`config.mk`:
```
export PLATFORM = sky130hd
export DESIGN_NAME = psum_deskew_collector
export DESIGN_NICKNAME = d
export VERILOG_FILES = /design/src/rtl/psum_deskew_collector_pkg.sv /design/src/rtl/psum_vec_fifo.sv /design/src/rtl/psum_deskew_collector.sv
export SDC_FILE = /design/constraint.sdc
export NUM_CORES = 1
export LEC_CHECK = 0
export BUFFER_PORTS_ARGS = -buffer_cell sky130_fd_sc_hd__buf_2
export CORE_MARGIN = 2
export CORE_UTILIZATION = 41
export CTS_CLUSTER_SIZE = 20
export DETAILED_ROUTE_END_ITERATION = 10
export GPL_TIMING_DRIVEN = 0
export SLEW_MARGIN = 0
export SYNTH_ARGS = -nofsm -noshare
export SYNTH_HDL_FRONTEND = slang
export SYNTH_SLANG_ARGS = --single-unit
export TNS_END_PERCENT = 50
```
`constraint.sdc`:
```
create_clock -name CLK -period 13.9 [get_ports CLK]
set_clock_uncertainty 0.05 [all_clocks]
set_input_delay 0.695 -clock CLK [delete_from_list [all_inputs] [get_ports CLK]]
set_output_delay 0.695 -clock CLK [all_outputs]
set_load 0.1 [all_outputs]
```
`src/rtl/psum_deskew_collector_pkg.sv`:
```
// rtl/psum_deskew_collector_pkg.sv - shared lane/vector types and signed saturating add
package psum_deskew_collector_pkg;

  localparam int LANES = 4;
  localparam int SUM_W = 16;

  typedef logic signed [SUM_W-1:0] lane_t;
  typedef lane_t [LANES-1:0] vec_t;

  localparam lane_t LANE_MAX = {1'b0, {(SUM_W-1){1'b1}}};
  localparam lane_t LANE_MIN = {1'b1, {(SUM_W-1){1'b0}}};

  // One extra bit of headroom; a sign mismatch between the top two bits means overflow
  function automatic lane_t sat_add(input lane_t a, input lane_t b);
    logic signed [SUM_W:0] s;
    s = {a[SUM_W-1], a} + {b[SUM_W-1], b};
    if (s[SUM_W] != s[SUM_W-1]) return s[SUM_W] ? LANE_MIN : LANE_MAX;
    return s[SUM_W-1:0];
  endfunction

endpackage

```
`src/rtl/psum_vec_fifo.sv`:
```
// rtl/psum_vec_fifo.sv - synchronous vector FIFO with a registered head word
module psum_vec_fifo #(
  parameter int DEPTH = 8,
  parameter int W     = 64
) (
  input  logic                   clk,
  input  logic                   rst_n,
  input  logic                   clr,
  input  logic                   push,
  input  logic [W-1:0]           wdata,
  input  logic                   pop,
  output logic [W-1:0]           rdata,
  output logic                   full,
  output logic                   empty,
  output logic [$clog2(DEPTH):0] count
);
  localparam int AW = $clog2(DEPTH);
  localparam int CW = AW + 1;

  logic [W-1:0]  mem [DEPTH];
  logic [AW-1:0] wr_ptr, rd_ptr, rd_ptr_nxt;
  logic [CW-1:0] cnt_q;
  logic [W-1:0]  head_q;
  logic          do_push, do_pop;

  assign empty      = (cnt_q == '0);
  assign full       = (cnt_q == CW'(DEPTH));
  assign do_pop     = pop && !empty;
  // A pop frees the slot this cycle, so a push at full still fits
  assign do_push    = push && (!full || do_pop);
  assign rd_ptr_nxt = rd_ptr + 1'b1;
  assign rdata      = head_q;
  assign count      = cnt_q;

  // Storage array; no reset needed since occupancy gates every read
  always_ff @(posedge clk) begin
    if (do_push && !clr) mem[wr_ptr] <= wdata;
  end

  // Pointers, occupancy and the head register; head only moves on a pop or a push into empty
  always_ff @(posedge clk or negedge rst_n) begin
    if (!rst_n) begin
      wr_ptr <= '0;
      rd_ptr <= '0;
      cnt_q  <= '0;
      head_q <= '0;
    end else if (clr) begin
      wr_ptr <= '0;
      rd_ptr <= '0;
      cnt_q  <= '0;
      head_q <= '0;
    end else begin
      if (do_push) wr_ptr <= wr_ptr + 1'b1;
      if (do_pop)  rd_ptr <= rd_ptr_nxt;
      if (do_push && !do_pop)      cnt_q <= cnt_q + 1'b1;
      else if (do_pop && !do_push) cnt_q <= cnt_q - 1'b1;
      if (do_pop) begin
        if (cnt_q > CW'(1)) head_q <= mem[rd_ptr_nxt];
        else if (do_push)   head_q <= wdata;
      end else if (empty && do_push) begin
        head_q <= wdata;
      end
    end
  end

endmodule

```
`src/rtl/psum_deskew_collector.sv`:
```
// rtl/psum_deskew_collector.sv - partial-sum de-skew, FIFO buffering and stall warning; PSUM_ACC_EN adds multi-pass accumulation
module psum_deskew_collector #(
  parameter int LANES        = psum_deskew_collector_pkg::LANES,
  parameter int SUM_W        = psum_deskew_collector_pkg::SUM_W,
  parameter int DEPTH        = 8,
  parameter int STALL_MARGIN = 4
) (
  input  logic                    CLK,
  input  logic                    RSTN,
  input  logic                    clr_i,
  input  logic                    sum_vld_i,
  input  logic signed [SUM_W-1:0] sum_1_i,
  input  logic signed [SUM_W-1:0] sum_2_i,
  input  logic signed [SUM_W-1:0] sum_3_i,
  input  logic signed [SUM_W-1:0] sum_4_i,
  input  logic [3:0]              acc_len_i,
  output logic                    out_vld_o,
  input  logic                    out_rdy_i,
  output logic [LANES*SUM_W-1:0]  out_data_o,
  output logic                    stall_o,
  output logic                    ovf_o,
  output logic [$clog2(DEPTH):0]  cnt_o
);
  import psum_deskew_collector_pkg::*;

  localparam int CW = $clog2(DEPTH) + 1;

  logic [2:0]    vld_sr;
  lane_t [2:0]   l1_sr;
  lane_t [1:0]   l2_sr;
  lane_t         l3_sr;
  logic          aligned_vld;
  vec_t          aligned;
  logic          push_req;
  vec_t          push_data;
  logic          pop, fifo_full, fifo_empty, ovf_q;
  logic [CW-1:0] free_slots;

  // Delay lanes 1..3 and the lane-0 valid so every lane of one vector lines up with lane 4
  always_ff @(posedge CLK or negedge RSTN) begin
    if (!RSTN) begin
      vld_sr <= '0;
      l1_sr  <= '0;
      l2_sr  <= '0;
      l3_sr  <= '0;
    end else if (clr_i) begin
      vld_sr <= '0;
      l1_sr  <= '0;
      l2_sr  <= '0;
      l3_sr  <= '0;
    end else begin
      vld_sr <= {vld_sr[1:0], sum_vld_i};
      l1_sr  <= {l1_sr[1:0], sum_1_i};
      l2_sr  <= {l2_sr[0], sum_2_i};
      l3_sr  <= sum_3_i;
    end
  end

  assign aligned_vld = vld_sr[2];
  assign aligned     = {sum_4_i, l3_sr, l2_sr[1], l1_sr[2]};

`ifdef PSUM_ACC_EN
  vec_t       acc_q, acc_nxt;
  logic [3:0] pass_cnt, len_q, eff_len;
  logic       last_pass;

  // Pass length is latched on the first pass; the first pass overwrites, later passes saturate-add
  always_comb begin
    eff_len = len_q;
    if (pass_cnt == 4'd0) eff_len = (acc_len_i == 4'd0) ? 4'd1 : acc_len_i;
    acc_nxt = aligned;
    for (int i = 0; i < LANES; i++) begin
      if (pass_cnt != 4'd0) acc_nxt[i] = sat_add(acc_q[i], aligned[i]);
    end
  end

  assign last_pass = (pass_cnt == eff_len - 4'd1);
  assign push_req  = aligned_vld && last_pass;
  assign push_data = acc_nxt;

  // Accumulator state; a dropped push still ends the group so the next one starts clean
  always_ff @(posedge CLK or negedge RSTN) begin
    if (!RSTN) begin
      acc_q    <= '0;
      pass_cnt <= '0;
      len_q    <= '0;
    end else if (clr_i) begin
      acc_q    <= '0;
      pass_cnt <= '0;
      len_q    <= '0;
    end else if (aligned_vld) begin
      acc_q    <= acc_nxt;
      len_q    <= eff_len;
      pass_cnt <= last_pass ? 4'd0 : pass_cnt + 4'd1;
    end
  end
`else
  logic unused_acc_len;

  assign unused_acc_len = ^acc_len_i;
  assign push_req       = aligned_vld;
  assign push_data      = aligned;
`endif

  assign pop       = out_vld_o && out_rdy_i;
  assign out_vld_o = !fifo_empty;

  psum_vec_fifo #(
    .DEPTH (DEPTH),
    .W     (LANES*SUM_W)
  ) u_fifo (
    .clk   (CLK),
    .rst_n (RSTN),
    .clr   (clr_i),
    .push  (push_req),
    .wdata (push_data),
    .pop   (pop),
    .rdata (out_data_o),
    .full  (fifo_full),
    .empty (fifo_empty),
    .count (cnt_o)
  );

  // Sticky drop flag: a vector arrived at a full FIFO with nothing leaving
  always_ff @(posedge CLK or negedge RSTN) begin
    if (!RSTN)                                 ovf_q <= 1'b0;
    else if (clr_i)                            ovf_q <= 1'b0;
    else if (push_req && fifo_full && !pop)    ovf_q <= 1'b1;
  end

  assign ovf_o      = ovf_q;
  // Margin covers the three vectors already in the skew pipe plus the one being issued
  assign free_slots = CW'(DEPTH) - cnt_o;
  assign stall_o    = (free_slots <= CW'(STALL_MARGIN));

endmodule
```
==> Yosys cells after proc, flatten, opt, wreduce, memory -nomap -nowiden <==
Memories as Yosys holds them, arrays and structs flattened.
Cells that the tools add are included.
{ "totals": {"elab_cells": 65, "inputBits": 73, "mem_bits_rw": 512, "n_memories": 1, "register_bits": 174} }
{ "memory_table": {"columns": ["name", "depth", "word_bits", "rd", "rd_clocked_by_memory_dff", "write_ports", "line_no", "text"], "rows": [
  ["u_fifo.mem", 8, 64, 1, 0, 1, "psum_vec_fifo.sv:20", "logic [W-1:0] mem [DEPTH];"]
]} }
{ "classes": {"muxes": 20, "eq_ne": 2, "addsub": 5, "reduce_logical": 23, "n_lt_le_gt_ge": 2} }
{ "op_table": {"columns": ["cell", "count"], "rows": [
  ["$mux W64", 5],
  ["$mux W48", 1],
  ["$mux W32", 1],
  ["$mux W16", 1],
  ["$mux W3", 5],
  ["$mux W4", 3],
  ["$logic_and A1 B1 Y1", 9],
  ["$add A3 B1 Y3 const B", 2],
  ["$logic_not A1 Y1", 6],
  ["$reduce_bool A2 Y1", 3],
  ["$reduce_bool A3 Y1", 2],
  ["$add A4 B1 Y4 const B", 1],
  ["$eq A4 B4 Y1 const B", 1],
  ["$gt A4 B1 Y1 const B", 1],
  ["$le A4 B3 Y1 const B", 1],
  ["$logic_not A4 Y1", 1],
  ["$mux W1", 4],
  ["$ne A4 B3 Y1 const B", 1],
  ["$sub A4 B1 Y4 const B", 1],
  ["$sub A4 B4 Y4 const A", 1],
  ["$reduce_and A2 Y1", 1],
  ["$logic_or A1 B1 Y1", 1]
]} }

==> Depth between registers and ports, before layout <==
Gate-level depths: netlist of run 1.
{ "depth": {"ltp_word": 11, "depth_mapped": 8, "ltp_nobuf": 7} }

==> Modules after synthesis <==
A second synthesis of run 1 with hierarchy kept.
{ "unflattened": {"hier_cells": 1339, "area_unflattened_um2": 26091.3} }
{ "by_module_without_submodules": {"columns": ["mod", "seq_area_each_um2", "instances", "area_each_um2", "cells_per_inst"], "rows": [
  ["psum_vec_fifo", 17226.5, 1, 22804.4, 1120],
  ["psum_deskew_collector", 2502.4, 1, 3286.9, 219]
]} }

==> Least setup slack after synthesis of run 1 <==
OpenSTA, ideal clock, no wires.
{ "synth_timing": {"path_type": "register to register", "start": "register u_fifo.cnt_q[1], in the netlist u_fifo.count[1]", "end": "memory u_fifo.mem[0][0] (enable)", "slack_ps": 6822, "required_ps": 13285, "n_path_buf": 0, "setup_ps": 565, "period_less_slack_ps": 7078, "stages_incl_launch_ff": 7, "t_arrival_ps": 6464, "path_cell_list": "dfrtp_1 inv_1 ha_1 nand4bb_1 nand2_1 or3_1 nor3_1"} }
{ "synth_via": {"elab_chain_cells": 9, "word_cells_on_any_way": 11} }
{ "synth_rtl": {"columns": ["item", "line_no", "text"], "rows": [
  ["start: declaration", "psum_vec_fifo.sv:22", "logic [CW-1:0] cnt_q;"],
  ["start signal: assignment", "psum_vec_fifo.sv:55", "if (do_push && !do_pop) cnt_q <= cnt_q + 1'b1;"],
  ["start signal: assignment", "psum_vec_fifo.sv:56", "else if (do_pop && !do_push) cnt_q <= cnt_q - 1'b1;"],
  ["$logic_not A4 Y1", "psum_vec_fifo.sv:26", "assign empty = (cnt_q == '0);"],
  ["$logic_not A1 Y1", "psum_vec_fifo.sv:28, psum_deskew_collector.sv:106", null],
  ["$logic_and A1 B1 Y1", "psum_deskew_collector.sv:105", "assign pop = out_vld_o && out_rdy_i;"],
  ["$logic_and A1 B1 Y1", "psum_vec_fifo.sv:28", "assign do_pop = pop && !empty;"],
  ["$logic_or A1 B1 Y1 (*)", "psum_vec_fifo.sv:30", "assign do_push = push && (!full || do_pop);"],
  ["$logic_and A1 B1 Y1 (*)", "psum_vec_fifo.sv:30", null],
  ["$logic_and A1 B1 Y1 (*)", "psum_vec_fifo.sv:37", "if (do_push && !clr) mem[wr_ptr] <= wdata;"],
  ["$mux W1 (*)", "psum_vec_fifo.sv:37", null],
  ["$mux W1 (implied by the code) (*)", "psum_vec_fifo.sv:37", null],
  ["end: declaration", "psum_vec_fifo.sv:20", null]
]} }
Every way passes the cells marked *; elsewhere a longest branch is shown, timed or not.

==> Final worst setup path of run 1 <==
{ "layout_timing": {"start": "register u_fifo.cnt_q[1], in the netlist u_fifo.count[1]", "end": "memory u_fifo.mem[7][51] (enable)"} }
The elaborated chain is that of the path after synthesis.

==> results of run 1 <==
stage by stage:
step | total power, mW | worst slack [ns] | util, %
detailed placement | 3.95 | 10.36 | 45.2
finish | 5.72 | 10.40 | 48.7
floorplan | 3.49 | 6.82 | -
CTS | 5.76 | 10.33 | 48.7
global placement | 3.93 | 2.22 | 44.2
global route | 5.90 | 10.16 | 48.7
registers in the layout, indices dropped and copies added, names as in the netlist:
register       cells
u_fifo.wr_ptr      3
u_fifo.count       4
aligned           32
u_fifo.rd_ptr      3
l2_sr             16
l3_sr             16
vld_sr             3
ovf_o              1
u_fifo.rdata      64
l1_sr             32
u_fifo.mem       512
cell type report:
type	count	area (sq um)
multi-input combinational	758	5900
timing repair buffer	171	1260
sequential	686	19700
inverter	7	26.3
clock buffer	105	2060
clock inverter	22	149
buffer	108	541
fill	5371	32400
tap	846	1060
layer usage:
metal / GRT usage, % / up-vias / routed length (um)
met3: 3.30 / 98 / 4170
li1: - / 6563 / -
met4: 6.31 / 0 / 1510
met2: 32.3 / 549 / 31200
met1: 27.1 / 7561 / 28400
met5: 0 / - / 0
power by group:
group	total [mW]	switching, mW	internal [mW]	leakage (nW)
clock	1.81	0.764	1.04	1.09
combinational	1.53	1.20	0.328	2.89
sequential	2.38	0.0857	2.29	7.04
worst register-to-register path, delay by kind of cell, from the launching register on:
family	cells	cell delay, ns
DFF	1	0.50
adders and majority gates	1	0.30
buffers and inverters	3	0.68
and+or+nand+nor	4	1.64
worst paths after layout:
path,from,slack (ns),end,cells past startpoint
max,u_fifo.count[1],10.40,u_fifo.mem[7][51],8
min,RSTN,-0.001,aligned[16],1
max reg2reg,u_fifo.count[1],10.40,u_fifo.mem[7][51],8
min reg2reg,l2_sr[11],0.40,aligned[27],1
max in group asynchronous,RSTN,12.74,u_fifo.rdata[47],2
min in group CLK,sum_vld_i,0.25,vld_sr[0],2
cell families after synthesis:
logic type	after synthesis	share of synthesized area, %
XOR/XNOR	6	0.201
AND/OR/NAND/NOR	277	5.20
multiplexers	196	8.21
adder cells (fa/ha/maj)	6	0.287
flip-flops	686	75.5
buffers and inverters	115	2.17
AO/OA/AOI/OAI	273	8.47
cells in the mapped netlist, types with 2 or more instances:
cell and number:
nand2_1 135, xor2_1 3, nor3b_1 2, or2_2 2, a21oi_1 3, edfxtp_1 512, a32oi_1 63, a211oi_1 2
ha_1 6, clkbuf_1 49, a32o_1 62, buf_4 9, nand3_1 4, nor2_1 16, mux2i_1 66, dfrtp_1 174
mux2_2 128, buf_2 42, inv_1 7, o21ai_0 6, o32ai_1 2, xnor2_1 3, nand2b_1 4, mux4_2 2
o31ai_1 62, nor3_1 5, buf_6 6, and2_1 2, nor2b_1 102, o22ai_1 64
==> results.py, run 1 <==
metrics = {
    "cells_and_area": {
        "stdcell_area_sq_mm": 0.0307,
        "nets": 1881,
        "num_antenna_cells": 0,
        "drive_gt1_share_pct": 25.3,
        "mostFrequentLayoutCell": "edfxtp_1",
        "layout_common_cells": "edfxtp_1, buf_2, dfrtp_1, nand2_1, mux2_2",
        "fin_cells": 2703,
        "area_delta_synth_final_pct": 17.5,
    },
    "critical_path": {
        "critical_path.endpoint_type": "flop",
        "crit_path_start_kind": "flop",
        "crit_buf_inv": 3,
        "critPathSlowestCell": "nor2_4",
        "crit_arrival_ns": 3.74,
        "crit_family": "simple AND/OR/NAND/NOR gates",
        "crit_fanout": 24,
        "cp_data_required_time_ns": 14.14,
        "path_class": "reg2reg",
        "worst_path_most_repeated_cell": "buf_12",
        "crit_chain": "inv_1 -> ha_1 -> nor4bb_1 -> nor2_1 -> nand3_1 -> nor2_4 -> buf_12 -> buf_12",
        "slowest_delay_ns": 0.82,
    },
    "clock_network": {
        "insertion_delay_ns": 0.62,
        "cts_setup_buffers": 0,
        "clockBufferDepth": 3,
        "postCtsResizedCells": 0,
        "clk_pin_slew_worst_paths_ns": 0.06,
        "cts_buffers": 70,
        "cts.sinks": 686,
        "root_buffer": "clkbuf_16",
        "holdBufCountCts": 0,
        "cts_tree": "yes",
        "cts.htree.levels": 3,
    },
    "synth": {
        "yosys.area.top_type": "edfxtp_1",
        "synthTopCellsByArea": "edfxtp_1, dfrtp_1, mux2_2",
        "synth-edff-count": 512,
        "synthCells": 1559,
        "syn_nets": 1638,
        "synthArstFlopShare_pct": 25.4,
        "ys_warn_count": 0,
        "synth_area_sq_mm": 0.0261,
        "yosys.area.top_type_share_pct": 58.8,
        "yosysSeqAreaShare_pct": 75.5,
        "netlist-cell-type-count": 46,
        "synth_ff_type": "edfxtp_1",
        "yosys_register_bits": 686,
        "syn_avg_cell_area_sq_um": 16.8,
    },
    "floorplan": {
        "coreArea_sq_mm": 0.0631,
        "start_util_pct": 41.4,
        "io_pins": 144,
        "die_area_sq_mm": 0.0658,
        "die_height_um": 257,
        "placementRows": 92,
        "die_w_um": 257,
    },
    "timing": {
        "slew_violations": 0,
        "fmax_mhz": 285,
        "hold_viol": 1,
        "rsz0062_at_grt": "no",
        "hold_slack_ns": -0.00147,
        "tns_ns": 0,
        "maxSlewHeadroom_pct": 3.89,
        "final.period_utilization_pct": 25.2,
        "setup_viol_count_final": 0,
        "finalCriticalPeriod_ns": 3.50,
        "worst_pin_slew_ns": 1.43,
    },
    "place": {
        "placed_area_sq_mm": 0.0285,
        "hpwl_um": 39900,
        "io_buffer_count": 138,
        "dpl.cell_count": 2576,
        "gp_congestion": 0.769,
    },
    "detailed_routing": {
        "wl_um": 65300,
        "routed_via_density": 5.46,
        "ant_nets": 0,
        "vias": 14771,
        "wl_per_cell_um": 24.1,
        "drc": 0,
        "first_pass_iters": 5,
        "drt_iter0_markers": 1400,
    },
    "grt": {
        "grt_start_max_net_pins": 104,
        "grt_pass1_vias": 15105,
        "antenna_found_initial": 1,
        "track_usage_pct": 19.7,
        "grt_pass1_wl_um": 96800,
        "overflow": 0,
    },
    "pwr": {
        "p_leak_nw": 11.0,
        "powerDensity_mw_per_mm2": 186,
        "peakVddDrop_v": 0.000158,
    },
    "hold_path": {
        "hold_path_class": "in2async",
    },
    "status": {
        "status": "complete, but fails checks",
        "violations": "hold timing",
    },
    "run": {
        "drv_cap": 0,
    },
}
Note: power is estimated with default switching activity, not from simulation.
==> inputs of run 2 (changes only) <==
- clock period: 13.9 -> 3.6 ns (I/O delays scaled with it)
==> run 2 against run 1 <==
Maximum frequency is 13% higher. Core utilization is 1.4 points higher. Global-route usage is 0.23 points higher. The run now ends clean. Flip-flop and latch count stayed put. Critical path type unchanged.
==> results.py, run 2 (synthesis results as in run 1) <==
metrics = {
    "timing": {
        "fmax_mhz": 323,
        "worst_pin_slew_ns": 1.07,
        "tns_ns": 0,
        "finalCriticalPeriod_ns": 3.10,
        "setup_viol_count_final": 0,
        "finalWorstSetupSlack_ns": 0.501,
        "maxSlewHeadroom_pct": 28.8,
        "final.period_utilization_pct": 86.1,
        "rsz0062_at_grt": "no",
        "hold_viol": 0,
        "slew_violations": 0,
    },
    "place": {
        "dpl.cell_count": 2570,
        "hpwl_um": 40700,
        "gp_congestion": 0.767,
        "place_ws_ns": 0.427,
        "io_buffer_count": 138,
    },
    "clock_network": {
        "cts_buffers": 71,
        "root_buffer": "clkbuf_16",
        "cts.sinks": 686,
        "cts.htree.levels": 3,
        "cts_tree": "yes",
        "postCtsResizedCells": 0,
        "clk_pin_slew_worst_paths_ns": 0.06,
        "clockBufferDepth": 3,
        "insertion_delay_ns": 0.60,
    },
    "cells_and_area": {
        "mostFrequentLayoutCell": "edfxtp_1",
        "area_delta_synth_final_pct": 21.0,
        "fin_cells": 2767,
        "layout_common_cells": "edfxtp_1, buf_2, dfrtp_1, nand2_1, mux2_2",
        "fin_util_pct": 50.1,
        "num_antenna_cells": 0,
        "fill_cells": 5349,
        "largest_reg_flops": 512,
        "regArea_sq_mm": 0.0197,
        "multi_input_area_sq_mm": 0.00595,
        "nets": 1943,
        "drive_gt1_share_pct": 24.9,
        "regMostFlops": "u_fifo.mem",
    },
    "floorplan": {
        "coreArea_sq_mm": 0.0631,
        "io_pins": 144,
        "die_height_um": 257,
        "die_area_sq_mm": 0.0658,
        "start_util_pct": 41.4,
        "die_w_um": 257,
        "placementRows": 92,
    },
    "critical_path": {
        "crit_family": "simple AND/OR/NAND/NOR gates",
        "crit_arrival_ns": 3.35,
        "worst_path_most_repeated_cell": "buf_16",
        "slowest_delay_ns": 0.77,
        "reg2regPathDepth": 9,
        "crit_path_start_kind": "flop",
        "crit_fanout": 13,
        "critical_path.endpoint_type": "flop",
        "r2r_slack_ns": 0.50,
        "r2r_end": "u_fifo.mem[1][48]",
        "cp_data_required_time_ns": 3.85,
        "crit_chain": "inv_4 -> ha_4 -> nor4bb_2 -> nor2_2 -> nand3_2 -> nor3_4 -> buf_16 -> buf_16 -> buf_16",
        "path_class": "reg2reg",
        "critPathSlowestCell": "nor3_4",
        "crit_buf_inv": 4,
        "rr_startpoint": "u_fifo.count[1]",
    },
    "detailed_routing": {
        "ant_nets": 0,
        "drt_iter0_markers": 1381,
        "routed_via_density": 5.45,
        "wl_um": 65700,
        "drc": 0,
        "first_pass_iters": 5,
        "wl_per_cell_um": 23.8,
        "vias": 15079,
    },
    "pwr": {
        "p_leak_nw": 11.3,
        "powerDensity_mw_per_mm2": 708,
        "peakVddDrop_v": 0.000562,
        "finalPower_mw": 22.4,
    },
    "grt": {
        "antenna_found_initial": 0,
        "overflow": 0,
        "grt_start_max_net_pins": 89,
        "track_usage_pct": 20.0,
        "grt_pass1_vias": 15516,
        "grt_pass1_wl_um": 97500,
    },
    "hold_path": {
        "hold_path_depth": 3,
        "hold_end": "u_fifo.count[2]",
        "hold_path_class": "in2reg",
        "min_from": "clr_i",
    },
    "run": {
        "drv_cap": 0,
    },
    "status": {
        "status": "completed",
    },
}
run 2: through the flow:
step                      area (sq um)  hold WS (ns)
after floorplan                  26300        -0.166
after detailed placement         28700         0.240
after global routing             31600         0.106
after CTS                        31600        0.0662
final                            31600         0.101
after global placement           28000         0.347
run 2: worst max path at each step:
| stage | from | to | slack [ns] | cells past startpoint |
|---|---|---|---|---|
| final | u_fifo.count[1] | u_fifo.mem[1][48] | 0.50 | 9 |
| after global routing | vld_sr[2] | u_fifo.mem[1][48] | 0.34 | 8 |
| after CTS | u_fifo.rd_ptr[0] | u_fifo.rdata[58] | 0.39 | 6 |
| after detailed placement | u_fifo.rd_ptr[0] | u_fifo.rdata[58] | 0.43 | 6 |
| after global placement | RSTN | u_fifo.count[2] | -1.86 | 1 |
| after floorplan | u_fifo.count[1] | u_fifo.mem[1][0] | 0.0007 | 6 |
run 2: what timing repair did:
| item | 4_1_cts | 5_1_grt |
|---|---|---|
| hold endpoints to repair | 280 | 0 |
| buffers inserted | 0 | 0 |
| setup endpoints to repair | 0 | 0 |
| hold buffers | 67 | 0 |
run 2: area by class of cell:
cell class	instances	share of cell area, %
tap	846	3.35
sequential	686	62.4
inverter	7	0.0989
multi-input combinational	758	18.8
clock buffer	106	6.48
clock inverter	24	0.756
buffer	108	1.71
timing repair buffer	232	6.38
run 2: worst reg2reg max path: stages (launching register included):
cell and delay, ns:
dfrtp_4 0.48, inv_4 0.06, ha_4 0.18, nor4bb_2 0.20
nor2_2 0.21, nand3_2 0.24, nor3_4 0.78, buf_16 0.25
buf_16 0.18, buf_16 0.17
run 2: layer usage:
layer  wire (um)  global-route usage (%)  share of wire (%)
met1       28300                    27.3                 43
met2       31900                    32.7                 48
met3        3920                    3.23                6.0
met4        1650                    6.90                2.5
met5           0                       0                  0
run 2: power breakdown:
part           total [mW]  internal (mW)  switching (mW)
Combinational        6.01           1.33            4.68
Sequential           9.19           8.86           0.337
Clock                7.20           4.24            2.96
Total                22.4           14.4            7.98
==> inputs of run 3 (changes only) <==
- ABC_AREA: unset -> 1
- CTS_BUF_LIST: unset -> sky130_fd_sc_hd__clkbuf_8
==> run 3 against run 2 <==
Sequential share of layout area decreased by 1.8 points. Cell count increased by 38%. Global-route usage increased by 0.17 points. Sequential power decreased by 1%. Maximum frequency decreased by 6.5%. Total power increased by 12%. Die area increased by 4.9%. Clock-buffer cell count increased by 29. First-iteration DRC count increased by 3.7%. Wire length increased by 5.1%. Clock power decreased by 10%. Critical path depth increased by 2. Critical path type unchanged.
==> results.py, run 3 <==
metrics = {
    "timing": {
        "setup_viol_count_final": 0,
        "final.period_utilization_pct": 92.0,
        "hold_viol": 0,
        "maxSlewHeadroom_pct": 37.0,
        "tns_ns": 0,
        "finalCriticalPeriod_ns": 3.31,
        "finalWorstSetupSlack_ns": 0.287,
        "fmax_mhz": 302,
        "rsz0062_at_grt": "no",
        "hold_slack_ns": 0.142,
        "slew_violations": 0,
        "worst_pin_slew_ns": 0.943,
    },
    "critical_path": {
        "crit_chain": "inv_1 -> ha_1 -> inv_1 -> nor2_1 -> nand2_1 -> nand2_1 -> nor2_1 -> nand2_2 -> nor2_4 -> buf_12 -> buf_16",
        "endpoint": "u_fifo.mem[4][46]",
        "crit_path_start_kind": "flop",
        "critical_path.endpoint_type": "flop",
        "cp_data_required_time_ns": 3.94,
        "slowest_delay_ns": 0.75,
        "worstSetupStartpoint": "u_fifo.count[0]",
        "crit_arrival_ns": 3.66,
        "critPathSlowestCell": "nor2_4",
        "path_class": "reg2reg",
        "r2r_slack_ns": 0.29,
        "reg2regPathDepth": 11,
        "rr_startpoint": "u_fifo.count[0]",
        "r2r_end": "u_fifo.mem[4][46]",
        "crit_fanout": 26,
    },
    "synth": {
        "yosysSeqAreaShare_pct": 71.9,
        "syn_avg_cell_area_sq_um": 10.9,
        "yosys_register_bits": 686,
        "yosys.area.top_type_share_pct": 56.0,
        "syn_nets": 2608,
        "synthTopCellsByCount": "nand2_1, edfxtp_1, nand3_1, dfrtp_1, inv_1",
        "synth_ff_type": "edfxtp_1",
        "synthCells": 2529,
        "netlist-cell-type-count": 26,
        "synthArstFlopShare_pct": 25.4,
        "synthTopCellsByArea": "edfxtp_1, dfrtp_1, nand2_1",
        "synth-edff-count": 512,
        "synth.most_common_cell": "nand2_1",
        "synth_area_sq_mm": 0.0274,
        "yosys.area.top_type": "edfxtp_1",
        "ys_warn_count": 0,
    },
    "detailed_routing": {
        "vias": 18705,
        "routed_via_density": 4.89,
        "ant_nets": 0,
        "drt_iter0_markers": 1432,
        "first_pass_iters": 6,
        "wl_um": 69100,
        "wl_per_cell_um": 18.1,
        "drc": 0,
    },
    "clock_network": {
        "cts_setup_buffers": 0,
        "root_buffer": "clkbuf_8",
        "cts.htree.levels": 3,
        "clockBufferDepth": 3,
        "cts.sinks": 686,
        "clk_pin_slew_worst_paths_ns": 0.06,
        "cts_tree": "yes",
        "insertion_delay_ns": 0.73,
        "cts_buffers": 110,
    },
    "hold_path": {
        "hold_path_class": "in2reg",
    },
    "place": {
        "io_buffer_count": 139,
        "gp_congestion": 0.781,
        "place_ws_ns": 0.217,
        "hpwl_um": 44500,
    },
    "pwr": {
        "p_comb_share_pct": 38.2,
        "peakVddDrop_v": 0.000369,
        "clock_power_share_pct": 25.7,
        "switching_share_pct": 42.1,
        "p_seq_share_pct": 36.1,
        "powerDensity_mw_per_mm2": 772,
        "p_int_mw": 14.6,
        "switchingPower_mw": 10.6,
        "finalPower_mw": 25.1,
        "p_leak_nw": 14.1,
    },
    "floorplan": {
        "io_pins": 144,
        "die_area_sq_mm": 0.0690,
        "start_util_pct": 41.6,
        "die_height_um": 263,
        "placementRows": 94,
        "die_w_um": 263,
        "coreArea_sq_mm": 0.0660,
    },
    "cells_and_area": {
        "largest_reg_flops": 512,
        "layout_common_cells": "nand2_1, edfxtp_1, nand3_1, buf_2, dfrtp_1",
        "nets": 2946,
        "regMostFlops": "u_fifo.mem",
        "drive_gt1_share_pct": 13.8,
        "area_delta_synth_final_pct": 18.6,
        "mostFrequentLayoutCell": "nand2_1",
    },
    "run": {
        "drv_cap": 0,
    },
    "grt": {
        "antenna_found_initial": 1,
        "grt_pass1_wl_um": 108000,
        "grt_pass1_vias": 18886,
        "track_usage_pct": 20.2,
        "grt_start_max_net_pins": 122,
        "overflow": 0,
    },
    "status": {
        "status": "completed",
    },
}
==> run 3: cell count changes after synthesis, moves of 64 or more <==
cell / previous run / this run
nand3_1: 4 / 334
nor2b_1: 102 / 0
nor2_1: 16 / 112
o22ai_1: 64 / 0
mux2i_1: 66 / 0
nand2_1: 135 / 1108
inv_1: 7 / 113
mux2_2: 128 / 0
==> run 3: metrics by stage <==
step                      instance area (sq um)  cells  util (%)
after floorplan                           27500   2529         -
after global placement                    29200   3532      44.3
after detailed placement                  29700   3549      45.0
after CTS                                 32500   3821      49.3
after global routing                      32600   3822      49.3
final                                     32600   3822      49.3
==> run 3: worst min path at each step <==
| stage | startpoint | cells after the start | slack [ns] | endpoint |
|---|---|---|---|---|
| 2_1_floorplan | RSTN | 0 | -0.17 | aligned[0] |
| 3_3_place_gp | sum_3_i[7] | 3 | 0.34 | l3_sr[7] |
| 3_5_place_dp | RSTN | 1 | 0.1 | u_fifo.rdata[35] |
| 4_1_cts | sum_2_i[14] | 4 | 0.08 | l2_sr[14] |
| 5_1_grt | sum_2_i[9] | 4 | 0.13 | l2_sr[9] |
| 6_report | sum_2_i[5] | 4 | 0.14 | l2_sr[5] |
==> run 3: cells by family (layout without fill, tap and decap cells) <==
family                   Yosys count  count (layout)  synth area share (%)
flip-flops                       686             686                  71.9
other                              0               1                     0
adder cells (fa/ha/maj)            6               6                 0.274
AND/OR/NAND/NOR                 1564            1564                  23.1
XOR/XNOR                           4               4                 0.128
buffers and inverters            253             681                  4.25
AO/OA/AOI/OAI                     16              16                 0.346
==> run 3: area by class of cell <==
cell class	instances	area [sq um]
flip-flops and latches	686	19700
clock buffers	135	1860
multi-input cells	1590	6620
plain buffers	137	731
repair buffers	226	1790
inverters	116	435
clock inverters	67	304
diodes	1	2.50
fillers	5930	33400
well taps	864	1080
==> run 3: per-layer routing <==
layer  GRT usage (%)  vias up  wire length (um)
li1                -     9020                 -
met1            27.1     8999             30300
met5               0        -                 0
met2            33.1      586             32800
met3            3.46      100              4280
met4            7.05        0              1730
==> run 3: timing repair <==
action | in CTS | in global routing
hold buffers | 70 | 0
gates resized for setup | 0 | 2
setup endpoints to repair | 0 | 22
hold endpoints to repair | 396 | 0
==> run 3: critical path: cells and delay by family, from the launching register on <==
family / cells / cell delay (ns)
buffers and inverters: 4 / 0.70
AND/OR/NAND/NOR: 6 / 1.48
adder cells (fa/ha/maj): 1 / 0.30
flip-flops: 1 / 0.44
==> run 3: power groups by stage <==
stage | clock network, mW | registers (mW) | logic [mW]
floorplan | 0 | 11.2 | 4.84
global placement | 0 | 9.23 | 9.48
detailed placement | 0 | 9.24 | 9.59
CTS | 6.61 | 9.08 | 9.67
global route | 6.93 | 9.12 | 10.5
finish | 6.47 | 9.08 | 9.60
